File: config.mk
export PLATFORM = sky130hd
export DESIGN_NAME = fifo_wr_arbiter
export DESIGN_NICKNAME = d
export VERILOG_FILES = /design/src/rtl/fifo_wr_arbiter.sv
export SDC_FILE = /design/constraint.sdc
export NUM_CORES = 1
export LEC_CHECK = 0
export BUFFER_PORTS_ARGS = -buffer_cell sky130_fd_sc_hd__buf_2
export CAP_MARGIN = 0
export CORE_MARGIN = 10
export CORE_UTILIZATION = 45
export DETAILED_ROUTE_END_ITERATION = 10
export HOLD_SLACK_MARGIN = 0.03
export PLACE_DENSITY = 0.8
export SKIP_CTS_REPAIR_TIMING = 1
export SLEW_MARGIN = 25
export SYNTH_ARGS = -nofsm -noshare
export SYNTH_HDL_FRONTEND = slang
export SYNTH_SLANG_ARGS = --single-unit
export TNS_END_PERCENT = 100
File: constraint.sdc
create_clock -name clk -period 2.1 [get_ports clk]
set_input_delay 0.21 -clock clk [delete_from_list [all_inputs] [get_ports clk]]
set_output_delay 0.21 -clock clk [all_outputs]
set_load 0.02 [all_outputs]
File: src/rtl/fifo_wr_arbiter.sv
// Round-robin arbiter sharing the single write port of fifo_mem between
// NREQ producers. One producer owns the port for a burst of up to MAX_BURST
// words; fifo_full stalls the burst without revoking ownership.
//
//   state | meaning
//   ------+-----------------------------------------------------------
//   IDLE  | no owner; pick next requester from rr_ptr (1-cycle bubble)
//   GRANT | owner may transfer; leave on burst limit or req release
module fifo_wr_arbiter #(
   parameter int NREQ      = 4,
   parameter int DW        = 8,
   parameter int MAX_BURST = 4,
   parameter int OW        = $clog2(NREQ)
) (
   input  logic              clk,
   input  logic              rst_n,
   input  logic [NREQ-1:0]   req,
   input  logic [NREQ*DW-1:0] din,
   output logic [NREQ-1:0]   gnt,
   input  logic              fifo_full,
   output logic              fifo_wr,
   output logic [DW-1:0]     fifo_data,
   output logic              busy,
   output logic [OW-1:0]     owner,
   output logic [15:0]       wr_count
);

   typedef enum logic {
      IDLE  = 1'b0,
      GRANT = 1'b1
   } state_t;

   localparam logic [3:0] LAST_BEAT = 4'(MAX_BURST - 1);
   localparam logic [OW-1:0] LAST_IDX = OW'(NREQ - 1);

   state_t        state_q, state_d;
   logic [OW-1:0] owner_q, owner_d;
   logic [OW-1:0] rr_ptr_q, rr_ptr_d;
   logic [3:0]    beat_cnt_q, beat_cnt_d;
   logic [15:0]   wr_count_q, wr_count_d;

   logic [OW-1:0] pick;
   logic [OW-1:0] owner_inc;
   logic          owner_req;
   logic          xfer;

   // Rotating priority search: first requester at or above rr_ptr, wrapping.
   always_comb begin
      int  idx;
      logic found;
      pick  = rr_ptr_q;
      found = 1'b0;
      idx   = 0;
      for (int k = 0; k < NREQ; k++) begin
         idx = int'(rr_ptr_q) + k;
         if (idx >= NREQ) idx = idx - NREQ;
         if (!found && req[idx]) begin
            pick  = OW'(idx);
            found = 1'b1;
         end
      end
   end

   // Transfer qualification and port-facing outputs, all zero-latency.
   always_comb begin
      owner_req = req[owner_q];
      owner_inc = (owner_q == LAST_IDX) ? '0 : owner_q + 1'b1;
      xfer      = (state_q == GRANT) && owner_req && !fifo_full;
      gnt       = xfer ? (NREQ'(1) << owner_q) : '0;
      fifo_wr   = xfer;
      fifo_data = xfer ? din[int'(owner_q)*DW +: DW] : '0;
      busy      = (state_q == GRANT);
      owner     = owner_q;
      wr_count  = wr_count_q;
   end

   // Next-state logic: arbitration in IDLE, burst accounting in GRANT.
   always_comb begin
      state_d    = state_q;
      owner_d    = owner_q;
      rr_ptr_d   = rr_ptr_q;
      beat_cnt_d = beat_cnt_q;
      wr_count_d = wr_count_q;
      case (state_q)
         IDLE: begin
            if (|req) begin
               owner_d    = pick;
               beat_cnt_d = '0;
               state_d    = GRANT;
            end
         end
         GRANT: begin
            if (!owner_req) begin
               state_d  = IDLE;
               rr_ptr_d = owner_inc;
            end else if (xfer) begin
               beat_cnt_d = beat_cnt_q + 1'b1;
               wr_count_d = wr_count_q + 1'b1;
               if (beat_cnt_q == LAST_BEAT) begin
                  state_d  = IDLE;
                  rr_ptr_d = owner_inc;
               end
            end
         end
         default: state_d = IDLE;
      endcase
   end

   // State registers.
   always_ff @(posedge clk or negedge rst_n) begin
      if (!rst_n) begin
         state_q    <= IDLE;
         owner_q    <= '0;
         rr_ptr_q   <= '0;
         beat_cnt_q <= '0;
         wr_count_q <= '0;
      end else begin
         state_q    <= state_d;
         owner_q    <= owner_d;
         rr_ptr_q   <= rr_ptr_d;
         beat_cnt_q <= beat_cnt_d;
         wr_count_q <= wr_count_d;
      end
   end

endmodule

==> impl_metrics.env <==
export IMPL_synthArstFlopShare_pct=100
export IMPL_final_min_period_over_clock_period_pct=95.3
export IMPL_insertedDiodeCount=0
export IMPL_number_of_design_rule_violations_left_by_the_first_detailed_router_iteration=40
export IMPL_pwr_density_cell_mw_per_mm2=1040
export IMPL_power_total_w=0.00211
export IMPL_totalNegativeSetupSlack_ps=0
export IMPL_grt_start_max_net_pins=26
export IMPL_maxCapViolCount=0
export IMPL_cell_at_the_root_of_the_clock_tree="sky130_fd_sc_hd__clkbuf_4"
export IMPL_synthesized_area_per_cell_um2=10.8
export IMPL_wl_per_cell_um=16.4
export IMPL_post_route_cells_drive_above_1_share_pct=41.8
export IMPL_final_fill_count=309
export IMPL_ant_nets=0
export IMPL_hold_violations=0
export IMPL_io_pins=71
export IMPL_cts_tree="yes"
export IMPL_yosysSeqAreaShare_pct=40.0
export IMPL_critical_path_startpoint_type="flip-flop"
export IMPL_antenna_found_initial=0
export IMPL_number_of_buffers_on_the_longest_clock_path=2
export IMPL_arr_time_crit_path_ps=1790
export IMPL_gp_congestion=0.789
export IMPL_run_status="finished clean"
export IMPL_report_final_setup_viol=0
export IMPL_detailedPlacementHpwl_um=3630
export IMPL_layout_area_overhead_vs_synth_pct=29.8
export IMPL_chipWidth_um=79.0
export IMPL_grt_use_met3_pct=5.18
export IMPL_non_filler_cell_area_final_mm2=0.00203
export IMPL_hold_worst_slack_ps=222
export IMPL_postSynthNetCount=190
export IMPL_firstDrtPassIters=4
export IMPL_netlist_instances=145
export IMPL_total_leakage_power_nw=1.07
export IMPL_synth_main_ff_cell="sky130_fd_sc_hd__dfrtp_1"
export IMPL_yosys_warnings=0
export IMPL_grtUsageMet2_pct=23.1
export IMPL_hold_path_class="in2reg"
export IMPL_min_tclk_post_route_ps=2000
export IMPL_worst_endpoint_required_ps=1890
export IMPL_route_detailed_vias_per_inst=5.27
export IMPL_rsz0062_at_grt="false"
export IMPL_ys_types=31
export IMPL_globalRouteMet1Util_pct=17.1
export IMPL_floorplan_core_area_mm2=0.00334
export IMPL_yosys_reg_bits=25
export IMPL_dpl_instance_area_mm2=0.00198
export IMPL_cts_buffers=3
export IMPL_die_area_mm2=0.00623
export IMPL_criticalPathCategory="reg2out"
export IMPL_worst_pin_slew_ps=524
export IMPL_tritoncts_num_sinks=25
export IMPL_detail_route_drc_violations=0
export IMPL_postRouteWirelength_um=4360
export IMPL_fin_worst_skew_ps=2.07
export IMPL_power_ir_vdd_worst_uv=646
export IMPL_finish_net_count=266
export IMPL_chipHeight_um=79.0
export IMPL_clock_latency_on_the_worst_skew_pair_ps=300
export IMPL_seqCellArea_um2=626
export IMPL_fp_row_count=21
export IMPL_post_place_cells=261
export IMPL_synthesis_area_mm2=0.00156
export IMPL_cts_clk_slew_worst_paths_ps=120
export IMPL_timing_critical_path_fanout_max=15
export IMPL_detailroute_via_count=1401
export IMPL_grt_pass1_wl_um=7200
export IMPL_final_instance_count_excl_fill=266
export IMPL_worst_slew_margin_rel_pct=65.1
export IMPL_first_global_vias=1467
export IMPL_multi_input_area_um2=881
export IMPL_top_usage_layer="met2"
export IMPL_timing_final_max_slew_violations=0
export IMPL_grt_usage_pct=13.9
export IMPL_initial_utilization_pct=46.9
export IMPL_buffer_ports_inserted=70
export IMPL_max_clock_freq_mhz=499
export IMPL_cts_htree_levels=1
export IMPL_cp_end_kind="output port"
export IMPL_synth_enable_flop_cells=0
export IMPL_remaining_global_route_overflow=0
==> through the flow <==
step | util, % | setup WS [ps]
3_3_place_gp | 59.5 | 354
5_1_grt | 60.9 | 12.6
3_5_place_dp | 59.5 | 260
6_report | 60.9 | 97.7
4_1_cts | 60.3 | -24.5
2_1_floorplan | - | 226
==> kinds of logic after synthesis <==
logic type / Yosys count / synth area share [%]
AND/OR/NAND/NOR: 60 / 20.8
XOR/XNOR: 15 / 8.40
AO/OA/AOI/OAI: 12 / 5.20
buffers and inverters: 12 / 3.52
adder cells (fa/ha/maj): 6 / 4.80
flip-flops: 25 / 40.0
multiplexers: 15 / 17.3
==> report_power, final <==
part           switching (W)  internal [W]  leakage, nW
sequential          0.000139      0.000600        0.327
combinational       0.000631      0.000538        0.726
clock               0.000129     0.0000740       0.0150
==> worst max-delay path, cell delays in order (launching register included) <==
cell	delay [ps]
sky130_fd_sc_hd__dfrtp_1	430
sky130_fd_sc_hd__mux4_2	530
sky130_fd_sc_hd__buf_4	200
sky130_fd_sc_hd__and3_1	180
sky130_fd_sc_hd__buf_2	150
==> cells in the mapped netlist (3+ instances only) <==
cell	n	area share, %
sky130_fd_sc_hd__xnor2_1	12	6.7
sky130_fd_sc_hd__ha_1	6	4.8
sky130_fd_sc_hd__nor2_1	6	1.4
sky130_fd_sc_hd__mux2_1	3	2.2
sky130_fd_sc_hd__nand3_1	10	3.2
sky130_fd_sc_hd__mux4_2	8	12
sky130_fd_sc_hd__o21ai_0	3	0.96
sky130_fd_sc_hd__dfrtp_1	25	40
sky130_fd_sc_hd__nor2b_1	3	1.2
sky130_fd_sc_hd__and3_1	15	6.0
sky130_fd_sc_hd__clkbuf_1	3	0.72
sky130_fd_sc_hd__nand2_1	14	3.4
sky130_fd_sc_hd__nand4_1	5	2.0
sky130_fd_sc_hd__inv_1	6	1.4
sky130_fd_sc_hd__a21oi_1	4	1.3
sky130_fd_sc_hd__mux2i_1	3	1.9
sky130_fd_sc_hd__xor2_1	3	1.7
==> layout make-up <==
class                           count  share of cell area, %
Multi-Input combinational cell    108                   43.4
Sequential cell                    25                   30.8
Timing Repair Buffer               77                   20.6
Tap cell                           46                   2.83
Clock buffer                        4                   1.29
Inverter                            6                   1.11
==> per-layer routing <==
layer | share of wire, % | wire, um
met5 | 0 | 0
met4 | 0.092 | 4
met3 | 11 | 473
met2 | 45 | 1940
met1 | 44 | 1940
==> registers in the layout (all words and copies together), names as in the netlist <==
signal and count:
wr_count 16, beat_cnt_q 4, owner 2, rr_ptr_q 2, busy 1
==> final timing paths <==
| path | from | endpoint | slack, ps | depth (start not counted) |
|---|---|---|---|---|
| worst max-delay path | owner[0] | gnt[3] | 100 | 4 |
| worst min-delay path | fifo_full | wr_count[3] | 220 | 3 |
| worst max register to register | owner[0] | wr_count[9] | 200 | 5 |
| worst min register to register | wr_count[15] | wr_count[15] | 470 | 1 |
| max in group asynchronous | rst_n | owner[1] | 1350 | 2 |
| min in group asynchronous | rst_n | wr_count[11] | 400 | 2 |
==> layout by cell type (no fill, tap or decap), types with 5 or more instances in the layout <==
cell type | Yosys | routed
sky130_fd_sc_hd__mux4_2 | 8 | 9
sky130_fd_sc_hd__nand4_1 | 5 | 5
sky130_fd_sc_hd__buf_2 | 2 | 70
sky130_fd_sc_hd__xnor2_1 | 12 | 12
sky130_fd_sc_hd__and3_1 | 15 | 15
sky130_fd_sc_hd__nand2_1 | 14 | 14
sky130_fd_sc_hd__dfrtp_1 | 25 | 25
sky130_fd_sc_hd__ha_1 | 6 | 6
sky130_fd_sc_hd__inv_1 | 6 | 6
sky130_fd_sc_hd__nor2_1 | 6 | 6
sky130_fd_sc_hd__nand3_1 | 10 | 10
sky130_fd_sc_hd__buf_4 | 0 | 5
(Power assumes the default switching activity.)
